## config.mk

```make
export PLATFORM = sky130hd
export DESIGN_NAME = ws2812_frame_ctrl
export DESIGN_NICKNAME = d
export VERILOG_FILES = /design/src/rtl/ws2812_frame_ctrl.sv
export SDC_FILE = /design/constraint.sdc
export NUM_CORES = 1
export LEC_CHECK = 0
export CORE_MARGIN = 3
export CORE_UTILIZATION = 30
export CTS_CLUSTER_DIAMETER = 40
export DETAILED_ROUTE_END_ITERATION = 10
export GPL_ROUTABILITY_DRIVEN = 0
export PLACE_DENSITY = 0.54
export SLEW_MARGIN = 20
export SYNTH_ARGS = -nofsm -noshare
export SYNTH_HDL_FRONTEND = slang
export SYNTH_SLANG_ARGS = --single-unit
```

## constraint.sdc

```tcl
create_clock -name clk -period 3.9 [get_ports clk]
set_clock_uncertainty 0.05 [all_clocks]
set_input_delay 1.17 -clock clk [delete_from_list [all_inputs] [get_ports clk]]
set_output_delay 1.17 -clock clk [all_outputs]
set_load 0.05 [all_outputs]
```

## src/rtl/ws2812_frame_ctrl.sv

```systemverilog
// rtl/ws2812_frame_ctrl.sv - WS2812 pixel-frame sequencer with pixel store and frame timing
//
// Holds a NUM_LEDS-deep GRB pixel store and hands one word to the bit
// serialiser per tx_done. Refreshes are framed by a data_ready window of
// FRAME_CYCLES followed by a low gap of GAP_CYCLES (latch reset).
//
// Ports:
//   clk, rst_n   clock, asynchronous active-low reset
//   tx_done      serialiser requests next word (1-cycle pulse)
//   mode         0 stored, 1 solid, 2 chase, 3 blank (sampled at frame start)
//   solid_color  colour used in solid mode
//   wr_en/wr_addr/wr_data  pixel store write port (out-of-range addresses dropped)
//   data_ready   high during the frame window
//   data_valid   high once the last pixel of the frame has been presented
//   RGB          current pixel word
//   frame_done   1-cycle pulse at the end of each frame window

module ws2812_frame_ctrl #(
    parameter int NUM_LEDS     = 5,
    parameter int START_DELAY  = 1000,
    parameter int FRAME_CYCLES = 39000,
    parameter int GAP_CYCLES   = 5000
) (
    input  logic                        clk,
    input  logic                        rst_n,
    input  logic                        tx_done,
    input  logic [1:0]                  mode,
    input  logic [23:0]                 solid_color,
    input  logic                        wr_en,
    input  logic [$clog2(NUM_LEDS)-1:0] wr_addr,
    input  logic [23:0]                 wr_data,
    output logic                        data_ready,
    output logic                        data_valid,
    output logic [23:0]                 RGB,
    output logic                        frame_done
);

    localparam int AW = $clog2(NUM_LEDS);
    // idx must be able to reach NUM_LEDS (frame exhausted)
    localparam int IW = $clog2(NUM_LEDS + 1);

    typedef enum logic [1:0] {
        ST_WAIT = 2'd0,
        ST_SEND = 2'd1,
        ST_GAP  = 2'd2
    } state_t;

    state_t          state;
    state_t          state_nxt;
    logic [31:0]     cnt;
    logic [IW-1:0]   idx;
    logic [AW-1:0]   offset;
    logic [1:0]      mode_q;
    logic [23:0]     mem [NUM_LEDS];

    logic            wait_done;
    logic            send_done;
    logic            gap_done;
    logic            load;
    logic [AW-1:0]   idx_lo;
    logic [AW:0]     rot_sum;
    logic [AW:0]     rot_wrap;
    logic [AW-1:0]   rd_addr;
    logic [23:0]     pix;

    assign wait_done = (state == ST_WAIT) && (cnt == 32'(START_DELAY - 1));
    assign send_done = (state == ST_SEND) && (cnt == 32'(FRAME_CYCLES - 1));
    assign gap_done  = (state == ST_GAP)  && (cnt == 32'(GAP_CYCLES - 1));

    // Frame expiry has priority over a coincident tx_done.
    assign load = (state == ST_SEND) && tx_done && !send_done && (idx < IW'(NUM_LEDS));

    // Chase address: idx+offset folded back into range with one subtract,
    // valid because both operands are below NUM_LEDS.
    assign idx_lo   = idx[AW-1:0];
    assign rot_sum  = {1'b0, idx_lo} + {1'b0, offset};
    assign rot_wrap = (rot_sum >= (AW+1)'(NUM_LEDS)) ? (rot_sum - (AW+1)'(NUM_LEDS)) : rot_sum;
    assign rd_addr  = (mode_q == 2'd2) ? rot_wrap[AW-1:0] : idx_lo;

    always_comb begin
        pix = 24'h000000;
        case (mode_q)
            2'd0:    pix = mem[rd_addr];
            2'd1:    pix = solid_color;
            2'd2:    pix = mem[rd_addr];
            default: pix = 24'h000000;
        endcase
    end

    always_comb begin
        state_nxt = state;
        case (state)
            ST_WAIT: if (wait_done) state_nxt = ST_SEND;
            ST_SEND: if (send_done) state_nxt = ST_GAP;
            ST_GAP:  if (gap_done)  state_nxt = ST_SEND;
            default: state_nxt = ST_WAIT;
        endcase
    end

    always_ff @(posedge clk or negedge rst_n) begin
        if (!rst_n) begin
            state <= ST_WAIT;
        end else begin
            state <= state_nxt;
        end
    end

    always_ff @(posedge clk or negedge rst_n) begin
        if (!rst_n) begin
            cnt        <= 32'd0;
            data_ready <= 1'b0;
            data_valid <= 1'b0;
            RGB        <= 24'h000000;
            frame_done <= 1'b0;
            idx        <= '0;
            offset     <= '0;
            mode_q     <= 2'd0;
        end else begin
            frame_done <= 1'b0;
            cnt        <= (state_nxt != state) ? 32'd0 : cnt + 32'd1;

            if (wait_done || gap_done) begin
                data_ready <= 1'b1;
                mode_q     <= mode;
            end

            if (send_done) begin
                data_ready <= 1'b0;
                data_valid <= 1'b0;
                RGB        <= 24'h000000;
                idx        <= '0;
                frame_done <= 1'b1;
                if (mode_q == 2'd2) begin
                    offset <= (offset == AW'(NUM_LEDS - 1)) ? '0 : offset + AW'(1);
                end
            end else if (load) begin
                RGB <= pix;
                idx <= idx + IW'(1);
                if (idx == IW'(NUM_LEDS - 1)) begin
                    data_valid <= 1'b1;
                end
            end
        end
    end

    always_ff @(posedge clk or negedge rst_n) begin
        if (!rst_n) begin
            for (int i = 0; i < NUM_LEDS; i++) begin
                mem[i] <= 24'h000000;
            end
        end else if (wr_en && ({1'b0, wr_addr} < (AW+1)'(NUM_LEDS))) begin
            mem[wr_addr] <= wr_data;
        end
    end

endmodule

```

# Word level (Yosys, flattened, before mapping)
# Cells that the tools add are included.
[totals]
reg_bits = 189
elab_cells = 80
[classes]
addsub = 5
order_cmp = 6
n_eq_ne = 10
n_mux = 25
bitwise_logic = 2
reduce_logical = 18
[ops]
columns = ["op", "n"]
rows = [
  ["120-bit bitwise mux", 1],
  ["24-bit two-way mux", 5],
  ["24-bit binary-select mux with 3-bit select", 1],
  ["24-bit demux with 3-bit select", 1],
  ["24-bit one-hot mux with 2 select lines", 1],
  ["32-bit by 1-bit adder with 32-bit output, second input constant", 1],
  ["32-bit by 10-bit == test with 1-bit output, second input constant", 1],
  ["32-bit by 13-bit == test with 1-bit output, second input constant", 1],
  ["32-bit by 16-bit == test with 1-bit output, second input constant", 1],
  ["32-bit two-way mux", 1],
  ["3-bit two-way mux", 5],
  ["4-bit >= comparator, second input constant", 2],
  ["1-bit logical AND", 8],
  ["3-bit NOT with 4-bit output", 2],
  ["3-bit by 1-bit adder with 3-bit output, second input constant", 2],
  ["3-bit == test, second input constant", 2],
  ["3-bit < comparator, second input constant", 2],
  ["1-bit two-way mux", 6],
  ["2-bit two-way mux", 3],
  ["2-bit one-hot mux with 3 select lines", 1],
  ["2-bit nonzero test", 3],
  ["3-bit by 3-bit adder with 4-bit output", 1],
  ["2-bit by 1-bit == test with 1-bit output, second input constant", 2],
  ["2-bit == test, second input constant", 2],
  ["9 further kinds", 11],
]

# Depth between registers and ports, before layout
[depth]
word_depth = 11
mapped_depth = 13
mapped_depth_nobuf = 11

# Worst setup path after synthesis
# No wires, ideal clock.
[synth_timing]
path_kind = "register -> register"
startpoint = "register offset[0]"
endpoint = "register RGB[12]"
setup_time_ns = 0.126
arrival_time_ns = 3.128
required_time_ns = 3.724
setup_slack_ns = 0.596
path_stages_with_launch = 14
path_buffers = 2
synth_period_minus_slack_ns = 3.304
cell_sequence = "dfrtp_1 > ha_1 > fa_1 > inv_1 > ha_1 > nand2b_1 > a221oi_2 > mux2i_1 > a21boi_4 > buf_6 > buf_8 > mux2i_1 > a221oi_2 > a221o_1"
[synth_via]
elab_chain_cells = 11
word_cells_on_any_way = 12
[synth_lines]
columns = ["element", "line", "source"]
rows = [
  ["start: declaration", "52", "logic [AW-1:0] offset;"],
  ["start signal: assignment", "134", "offset <= (offset == AW'(NUM_LEDS - 1)) ? '0 : offset + AW'(1);"],
  ["3-bit by 3-bit adder with 4-bit output (*)", "76", "assign rot_sum = {1'b0, idx_lo} + {1'b0, offset};"],
  ["4-bit by 3-bit >= comparator with 1-bit output or 3-bit subtractor (tied branches)", "77", "assign rot_wrap = (rot_sum >= (AW+1)'(NUM_LEDS)) ? (rot_sum - (AW+1)'(NUM_LEDS)) : rot_sum;"],
  ["3-bit two-way mux (*)", "77", ""],
  ["3-bit two-way mux (*)", "78", "assign rd_addr = (mode_q == 2'd2) ? rot_wrap[AW-1:0] : idx_lo;"],
  ["3-bit NOT with 4-bit output (not written as such) (*)", "83, 85", ""],
  ["24-bit binary-select mux with 3-bit select (*)", "83, 85", ""],
  ["24-bit two-way mux (not written as such) (*) (2 in a row)", "83, 85", ""],
  ["24-bit one-hot mux with 2 select lines (*)", "82", "case (mode_q)"],
  ["24-bit two-way mux (*)", "136", "end else if (load) begin"],
  ["24-bit two-way mux (*)", "127", "if (send_done) begin"],
  ["end signal: assignment", "137", "RGB <= pix;"],
  ["end: declaration", "34", "output logic [23:0] RGB,"],
]
# Mark *: on every way between the ends. The rest lies on a longest branch, timed or not. The select of a mux whose other input is x is not followed.
# A chain may end at the register's enable or synchronous reset.

# Worst setup path after layout
[layout_timing]
startpoint = "register offset[0]"
endpoint = "register RGB[0]"
# The elaborated chain is that of the path after synthesis.

==> results_dict.tcl <==
set metrics [dict create \
    post_cts_resized 0 \
    min_period_ns 3.65 \
    use_met1_pct 20.4 \
    path_class "flip-flop to flip-flop" \
    p_sw_share_pct 26.6 \
    hpwl_um 13900 \
    r2r-end "RGB[0]" \
    yosysWarnings 0 \
    rsz0062_at_grt "no" \
    r2r.worst_path.cells 10 \
    grt.busiest_layer "met2" \
    cts_hold_buf 0 \
    final_layout_size_suffix_gt1_share_pct 27.5 \
    slew_viol_final 0 \
    syn_nets 755 \
    pwr-share-clk_pct 38.1 \
    slowest_delay_ns 0.68 \
    post-cts-setup-buffer-count 0 \
    dieArea_um2 32200 \
    die_w_um 180 \
    utilization_pct 37.6 \
    reg2reg_slack_ns 0.25 \
    slew_headroom_pct 54.9 \
    synth_edf_count 0 \
    holdPathEnd "mem[61]" \
    syn_area_per_cell_um2 13.1 \
    drv_cap 0 \
    gr-usage-met2_pct 21.5 \
    ys_seq_elements 189 \
    syn_area_um2 9030 \
    clk_root_buffer_cell "clkbuf_16" \
    antenna_left 0 \
    timing.final.crit_share_pct 93.7 \
    drc 0 \
    tightest_slew_ns 0.670 \
    p_int_mw 3.46 \
    setup_viol 0 \
    io_pins 84 \
    cts_tree "done" \
    synthDistinctLibCells 60 \
    io_buffer_count 83 \
    antennaDiodeCount 0 \
    first_pass_iters 5 \
    vdd_drop_max_uv 271 \
    first_global_vias 6270 \
    async_flop_share_pct 100 \
    std_cell_rows 62 \
    clk_pin_slew_ns 0.08 \
    end_kind "flip-flop" \
    drtIter0Drc 361 \
    setup_tns_ns 0 \
    postSynthCellCount 687 \
    min_path_cells 1 \
    crit_required_ns 4.22 \
    cts_buffers 17 \
    die_h_um 180 \
    viasPerCell 5.04 \
    register_area_um2 4730 \
    ys.flop_type "dfrtp_1" \
    clock-sinks 189 \
    hold_violations 0 \
    fill_cells 2830 \
    h-tree-depth 4 \
    min_from "mem[61]" \
    antenna_found_initial 1 \
    num_vias 5883 \
    grt_start_max_net_pins 75 \
    drt_wl_total_um 22400 \
    syn2layout_area_growth_pct 21.3 \
    p_comb_share_pct 11.7 \
    status "finished, final reports clean" \
    finish.net_count 838 \
    p_per_area_nw_per_um2 430 \
    crit_arrival_ns 3.97 \
    track_usage_pct 14.0 \
    multi_input_area_um2 4070 \
    min_path_type "flip-flop to flip-flop" \
    wl_per_cell_um 19.2 \
    yosysSeqAreaShare_pct 52.4 \
    setup.worst_path.start_class "flip-flop" \
    grt_pass1_wl_um 36200 \
    regToRegStartpoint "offset[0]" \
    crit_chain "ha_1 > fa_1 > inv_1 > ha_1 > o41ai_2 > inv_1 > and2_1 > buf_4 > a221oi_1 > a221o_1" \
    start_util_pct 31.0 \
    fmax_mhz 274 \
    cp_slowest_cell "o41ai_2" \
    coreArea_um2 29200 \
    leakage_nw 4.53 \
    worstSkewPairLatency_ns 0.44 \
    grt-ovfl-total 0 \
    p_sw_mw 1.25 \
    clock_path_buffers 2 \
    seqPwrFrac_pct 50.2 \
    gr-usage-met3_pct 3.15 \
    cp_max_fo 23 \
]
## layer usage
| metal | part of all wire [%] | vias to the layer above |
|---|---|---|
| met4 | 0.55 | 2 |
| met3 | 4.7 | 13 |
| met2 | 45 | 117 |
| met5 | 0.040 | - |
| met1 | 49 | 3015 |
| li1 | - | 2736 |
## critical path, delay by kind of cell (launching register included)
family	cells	cell delay, ns
buffers and inverters	3	0.61
AOI/OAI and AO/OA	3	1.28
DFF	1	0.43
and+or+nand+nor	1	0.23
adders and majority gates	3	0.98
## layout by cell type (no fill, tap or decap), types with 3 or more instances in the layout
| cell type | Yosys | routed |
|---|---|---|
| xnor2_1 | 11 | 11 |
| a22oi_1 | 4 | 4 |
| nor2b_1 | 4 | 4 |
| clkdlybuf4s50_1 | 0 | 82 |
| a221oi_1 | 3 | 3 |
| nand2b_1 | 6 | 6 |
| nand4_1 | 6 | 6 |
| nor4_1 | 6 | 6 |
| inv_8 | 0 | 3 |
| a221oi_2 | 20 | 20 |
| nand2_1 | 24 | 24 |
| nor3_2 | 1 | 3 |
| clkbuf_16 | 0 | 17 |
| xor2_1 | 21 | 21 |
| nand3_1 | 12 | 12 |
| inv_6 | 0 | 4 |
| clkinv_8 | 0 | 6 |
| a21oi_1 | 4 | 4 |
| mux2i_1 | 46 | 46 |
| dfrtp_1 | 189 | 189 |
| buf_4 | 2 | 15 |
| ha_1 | 10 | 10 |
| a41oi_1 | 22 | 22 |
| a221o_1 | 22 | 22 |
| and3_1 | 9 | 9 |
| buf_12 | 1 | 4 |
| mux2_2 | 124 | 124 |
| a21o_1 | 3 | 3 |
| nor2_1 | 46 | 45 |
| inv_1 | 9 | 9 |
| o21ai_0 | 5 | 5 |
| and2_1 | 4 | 4 |
| nand4b_1 | 3 | 3 |
| nor4b_1 | 4 | 3 |
## cells in the mapped netlist (all sizes together), types with 2 or more instances
cell,number,share of area (%)
nand4,6,0.42
or4,2,0.21
and3,9,0.62
nand3,12,0.66
nor4,7,0.55
dfrtp,189,52
clkbuf,18,0.79
inv,9,0.37
a21o,3,0.25
a21oi,5,0.40
nor2,46,1.9
ha,10,1.4
a22oi,4,0.33
nor3b,2,0.17
and2,4,0.28
mux2,125,16
a221o,22,2.4
nand4b,3,0.29
a41oi,22,2.1
buf,20,1.9
nor3,5,0.46
o21ai,9,0.54
mux2i,46,5.1
xnor2,11,1.1
nor4b,5,0.55
xor2,22,2.2
nand2b,7,0.57
a221oi,23,3.6
nor2b,4,0.28
nand2,24,1.0
## cell families (layout without fill, tap and decap cells)
logic type,after synthesis,count (layout),synth area share [%]
AO/OA/AOI/OAI,96,96,10.6
XOR/XNOR,33,33,3.28
adder cells (fa/ha/maj),11,11,1.61
buffers and inverters,47,143,3.10
flip-flops,189,189,52.4
multiplexers,171,171,20.7
AND/OR/NAND/NOR,140,140,8.34
## power groups by stage
stage | Sequential (mW) | Clock [mW] | Combinational (mW)
after floorplan | 2.36 | 0 | 0.385
after CTS | 2.37 | 1.85 | 0.562
final | 2.37 | 1.79 | 0.552
after global routing | 2.41 | 1.93 | 0.611
after detailed placement | 2.41 | 0 | 0.561
after global placement | 2.41 | 0 | 0.545
## final cells by class
| type | count | area share (%) |
|---|---|---|
| Inverter | 9 | 0.308 |
| Clock buffer | 18 | 4.01 |
| Multi-Input combinational cell | 451 | 37.1 |
| Tap cell | 384 | 4.38 |
| Clock inverter | 14 | 1.67 |
| Sequential cell | 189 | 43.2 |
| Timing Repair Buffer | 102 | 9.37 |
## how the worst max path moves through the flow
| stage | start | to | slack [ns] | cells past startpoint |
|---|---|---|---|---|
| final | offset[0] | RGB[0] | 0.25 | 10 |
| after global placement | offset[0] | RGB[0] | 0.33 | 12 |
| after detailed placement | offset[0] | RGB[0] | 0.26 | 12 |
| after global routing | offset[0] | RGB[0] | 0.05 | 12 |
| after floorplan | offset[0] | RGB[12] | 0.60 | 13 |
| after CTS | offset[0] | RGB[0] | 0.23 | 12 |
## state kept, by name, indices dropped and copies added, names as in the netlist
| name | count |
|---|---|
| data_ready | 1 |
| frame_done | 1 |
| state | 2 |
| RGB | 24 |
| data_valid | 1 |
| idx | 3 |
| mode_q | 2 |
| cnt | 32 |
| mem | 120 |
| offset | 3 |
## metrics by stage
| stage | std cells | hold slack [ns] | setup slack (ns) | power [mW] | area, um^2 |
|---|---|---|---|---|---|
| after CTS | 1167 | 0.461 | 0.228 | 4.78 | 11000 |
| after detailed placement | 1135 | 0.444 | 0.262 | 2.97 | 10300 |
| final | 1167 | 0.457 | 0.248 | 4.71 | 11000 |
| after floorplan | 687 | 0.418 | 0.596 | 2.75 | 9030 |
| after global routing | 1167 | 0.468 | 0.0455 | 4.95 | 11000 |
| after global placement | 1135 | 0.438 | 0.335 | 2.95 | 10300 |
Note: power is estimated with default switching activity, not from simulation.
==> RTL change 1 (config.mk and constraints unchanged) <==
The parameter `NUM_LEDS` goes from 5 to 6.
--- a/src/rtl/ws2812_frame_ctrl.sv
+++ b/src/rtl/ws2812_frame_ctrl.sv
@@ -18,3 +18,3 @@
 module ws2812_frame_ctrl #(
-    parameter int NUM_LEDS     = 5,
+    parameter int NUM_LEDS     = 6,
     parameter int START_DELAY  = 1000,
Check against the original RTL: no difference found for any inputs over 10 cycles, from zero or initial values and one cycle with rst_n low; that may be too few to reach the edited logic, so the function may still have changed.
==> RTL change 1 against the original RTL <==
Sequential cell count is 24 higher. Cell area is 18% higher. Combinational power is 17% higher. Sequential power is 14% higher. First-iteration DRC count is 1.7% higher. Fmax is 18% higher. Power is 36% higher. Worst setup slack better by 0.56 ns. Synthesized area is 14% higher. Routed wire length is 24% higher. Worst hold slack worse by 0.046 ns. Count of clock-buffer cells in the layout is 17 higher. Critical endpoint is now RGB[11].
==> RTL change 1: results (changes against the original RTL) <==
Place WS=0.591 ns (+0.329 ns); synth unique cells=49 (-18%); post-CTS setup buffer count=0 (unchanged); largest cells by area after synthesis=dfrtp_1 (52%), mux2_2 (16%), nand2_1 (7.0%); slowest cell delay on critical path=0.87 ns (+0.19 ns); first-iteration detailed-routing DRC count=367 (+1.7%); post-synthesis mux area share=0.163 (-0.0438); dpl cell area=0.0117 mm2 (+14%); Worst Hold Class=reg2reg; grt met3 use=0.0220 (-0.00952); CTS H-Tree Depth=1 (-3); CTS Buf Count=31 (+14); LEAKAGE=5.44 nW (+20%); drt via density=5.05 (+0.19%); placed cell count=1480 (+30%); yosys warns=0 (unchanged); Clock Pin Slew Worst Setup and Hold Paths=0.06 ns (-0.02 ns); Worst EP arrival=3.44 ns (-0.53 ns); hpwl dp=16.7 mm (+20%); Via Count=7768 (+32%); sequential element share of the synthesized area=0.518 (-0.00536); first-pass GRT wire length=43.7 mm (+21%); syn nets=1048 (+39%); met2 Use GR=0.247 (+0.0321); critical path's top delay family=simple AND/OR/NAND/NOR gates; worst skew pair latency=0.57 ns (+0.13 ns); largest net degree at the start of global routing=87 (+16%); routed wire length=27.7 mm (+24%); Commonest cells post-synth=dfrtp_1 (213), nand2_1 (191), mux2_2 (146); nets@finish=1129 (+35%); Global Route met1 Usage=0.207 (+0.00289); 1st-pass router iterations=6 (+1); status=finished clean; fraction of layout cells with a size suffix above 1=0.219 (-0.0553); GRT Overall Usage=0.150 (+0.0101); Crit-path slowest cell=a21o_1; I/O Buffers=83 (unchanged); adder-cell area share of the yosys netlist=0.00924 (-0.00682); Clock Root Buffer=clkbuf_16; VDD IR-drop max=0.000346 V (+28%); Worst Tran Pin Value=1.14 ns (+0.474 ns); Synth Area in XOR/XNOR=0.0290 (-0.00388); Bufs on Longest Clock Path=3 (+1); Mapped Cells=984 (+43%); top flop regs=mem (144), cnt (32), RGB (24); compound-gate portion of the synthesized area=0.101 (-0.00517); vias in the first global route=7675 (+22%); CP max FO=23 (unchanged)
[RTL change 1: final cells by class]
type                       count  area (um2)
timing repair buffer         105        1050
sequential                   213        5330
clock buffer                  35         811
inverter                       8        30.0
tap                          448         561
multi-input combinational    706        4760
clock inverter                23         342
fill                        3341       20800
[RTL change 1: worst register-to-register path, cell delays in order (launching register included)]
cell	delay [ns]
dfrtp_1	0.42
nor4_1	0.33
nand4_1	0.24
or4_4	0.64
nand2_1	0.18
a21o_1	0.87
o31ai_1	0.22
[RTL change 1: kinds of logic (layout without fill, tap and decap cells)]
group	count (synthesis)	in the layout
AND/OR/NAND/NOR	351	351
AO/OA/AOI/OAI	165	165
adder cells (fa/ha/maj)	7	7
multiplexers	149	149
XOR/XNOR	34	34
buffers and inverters	65	171
flip-flops	213	213
[RTL change 1: worst paths after layout]
kind,from,slack (ns),to,cells after the start
worst max register to register,cnt[28],0.81,RGB[11],6
worst min register to register,cnt[0],0.41,cnt[0],1
worst max-delay path,cnt[28],0.81,RGB[11],6
worst min-delay path,cnt[0],0.41,cnt[0],1
min in group asynchronous,rst_n,0.56,data_ready,1
max in group asynchronous,rst_n,2.42,cnt[28],2
[RTL change 1: power by group]
| part | switching (mW) | total (mW) | leakage (nW) | internal (mW) |
|---|---|---|---|---|
| Combinational | 0.266 | 0.645 | 2.22 | 0.379 |
| Sequential | 0.156 | 2.70 | 2.67 | 2.54 |
| Clock | 1.10 | 3.07 | 0.554 | 1.98 |
[RTL change 1: metal layers]
metal / vias up / share of wire
met2: 134 / 0.47
met5: - / 0.00036
met1: 3923 / 0.47
met4: 2 / 0.028
met3: 51 / 0.033
li1: 3658 / -
==> RTL change 2 (same flow settings) <==
Made on the original files. Compare `cnt` against `32'(START_DELAY - 1)` with >= in place of ==.
--- a/src/rtl/ws2812_frame_ctrl.sv
+++ b/src/rtl/ws2812_frame_ctrl.sv
@@ -65,3 +65,3 @@
 
-    assign wait_done = (state == ST_WAIT) && (cnt == 32'(START_DELAY - 1));
+    assign wait_done = (state == ST_WAIT) && (cnt >= 32'(START_DELAY - 1));
     assign send_done = (state == ST_SEND) && (cnt == 32'(FRAME_CYCLES - 1));
Function: same outputs for any inputs over 10 cycles, from zero or initial values and one cycle with rst_n low; that may be too few to reach the edited logic, so the function may still have changed.
==> RTL change 2 against the original RTL <==
Largest power group unchanged. Synthesized cell count up 28%. Die area rose by 2.0%. Worst hold slack got worse by 0.035 ns. Cell area is 2.2% higher. Synthesized area rose by 2.1%. Worst setup slack improved by 0.16 ns. Sequential cell count is the same. Combinational power is 8.2% lower. Fmax grew 4.7%. Routed wire length grew 4.5%. Final cell count is 16% higher. Power decreased by 0.40%. Utilization fell by 0.19 points.
==> RTL change 2: results (changes against the original RTL) <==
n_diodes=0 (unchanged); synth unique cells=49 (-18%); yosys warns=0 (unchanged); VDD IR-drop max=0.000263 V (-2.9%); first-pass GRT wire length=38.0 mm (+5.0%); Clock Root Buffer=clkbuf_16; largest cells by area after synthesis=dfrtp_1 (51%), mux2_2 (12%), nor2_1 (4.2%); hpwl dp=14.4 mm (+4.0%); I/O Buffers=83 (unchanged); Bufs on Longest Clock Path=2 (unchanged); status=finished clean; Clock Pin Slew Worst Setup and Hold Paths=roughly 0.09 ns; nets@finish=1015 (+21%); CTS Buf Count=17 (unchanged); Post-synth ARST share=1.00 (unchanged); Net Sw Power=1.28 mW (+1.9%); Rel. slew slack=0.458 (-0.0908); worst skew pair latency=0.44 ns (about the same); cts repair resizes=0 (unchanged); CP max FO=24 (+4.3%); first-iteration detailed-routing DRC count=406 (+12%); syn nets=946 (+25%); LEAKAGE=4.77 nW (+5.3%); fraction of layout cells with a size suffix above 1=0.175 (-0.0996); Synth Flop Type=dfrtp_1; sequential power share=0.499 (-0.003); CTS H-Tree Depth=4 (unchanged); endpoints failing setup=0 (unchanged); top flop regs=mem (120), cnt (32), RGB (24); drt via density=5.02 (-0.48%); sequential element share of the synthesized area=0.513 (-0.0108); 1st-pass router iterations=4 (-1); WL/cell=17.4 um (-9.6%); post-CTS setup buffer count=0 (unchanged); GRT Overall Usage=0.144 (+0.00361); largest net degree at the start of global routing=85 (+13%); Commonest cells post-synth=dfrtp_1 (189), nor2_1 (102), mux2_2 (98); initial antenna violation count=1 (unchanged); Crit-path slowest cell=fa_1; critical path's top delay family=adder cells; Worst EP arrival=3.77 ns (-0.20 ns); slowest cell delay on critical path=0.52 ns (-0.16 ns); Worst Hold Class=reg2reg
RTL change 2: cell count changes in the layout (fill, tap and decap cells not counted), sizes merged, moves of 22 or more:
cell / delta
a221o: -22
o211ai: +48
o21ai: +23
nand2: +66
mux2: -27
o21a: +48
inv: +30
nor2: +56
mux2i: -45
o2111ai: +24
RTL change 2: worst reg2reg max path, delay by kind of cell (launching register included):
family / cells / cell delay (ns)
compound gates: 3 / 0.73
fa+ha+maj: 3 / 0.95
flops: 1 / 0.46
buf+inv: 2 / 0.34
simple gates: 3 / 0.87
RTL change 2: kinds of logic (layout without fill, tap and decap cells):
kind of cell,count (synthesis),count (layout),synth area share
compound gates,195,195,0.154
simple gates,263,263,0.126
mux,99,99,0.121
fa+ha+maj,11,11,0.0157
buf+inv,90,172,0.0408
xor+xnor,31,31,0.0294
flops,189,189,0.513
RTL change 2: layout make-up:
cell class	count	area, um2
Tap cell	390	488
Fill cell	2974	18800
Sequential cell	189	4730
Inverter	37	139
Timing Repair Buffer	103	1020
Clock buffer	17	425
Clock inverter	15	216
Multi-Input combinational cell	599	4180
RTL change 2: stage by stage:
stage          cell area (um2)  setup slack (ns)  hold WS (ns)  utilization  cells
4_1_cts                  11200             0.404         0.425        0.374   1350
6_report                 11200             0.412         0.422        0.374   1350
3_5_place_dp             10600             0.455         0.413        0.352   1318
2_1_floorplan             9220             0.608         0.379            -    878
5_1_grt                  11200             0.206         0.444        0.374   1350
3_3_place_gp             10600             0.528         0.403        0.352   1318
RTL change 2: final timing paths:
path | endpoint | from | slack, ns | depth (start not counted)
min in group asynchronous | cnt[4] | rst_n | 0.70 | 1
min | cnt[0] | cnt[0] | 0.42 | 1
max reg2reg | RGB[1] | idx[0] | 0.41 | 11
min reg2reg | cnt[0] | cnt[0] | 0.42 | 1
max | RGB[1] | idx[0] | 0.41 | 11
max in group asynchronous | state[0] | rst_n | 2.30 | 2
RTL change 2: routing by layer:
| metal | track usage | routed length [um] |
|---|---|---|
| met2 | 0.237 | 11300 |
| met3 | 0.0280 | 745 |
| met5 | 0 | 13 |
| met4 | 0.0341 | 258 |
| met1 | 0.196 | 11200 |
RTL change 2: power groups by stage:
stage	clock [mW]	sequential (mW)	combinational, mW
floorplan	0	2.35	0.340
global placement	0	2.37	0.508
detailed placement	0	2.38	0.516
CTS	1.89	2.34	0.516
global route	1.96	2.38	0.579
finish	1.85	2.34	0.507
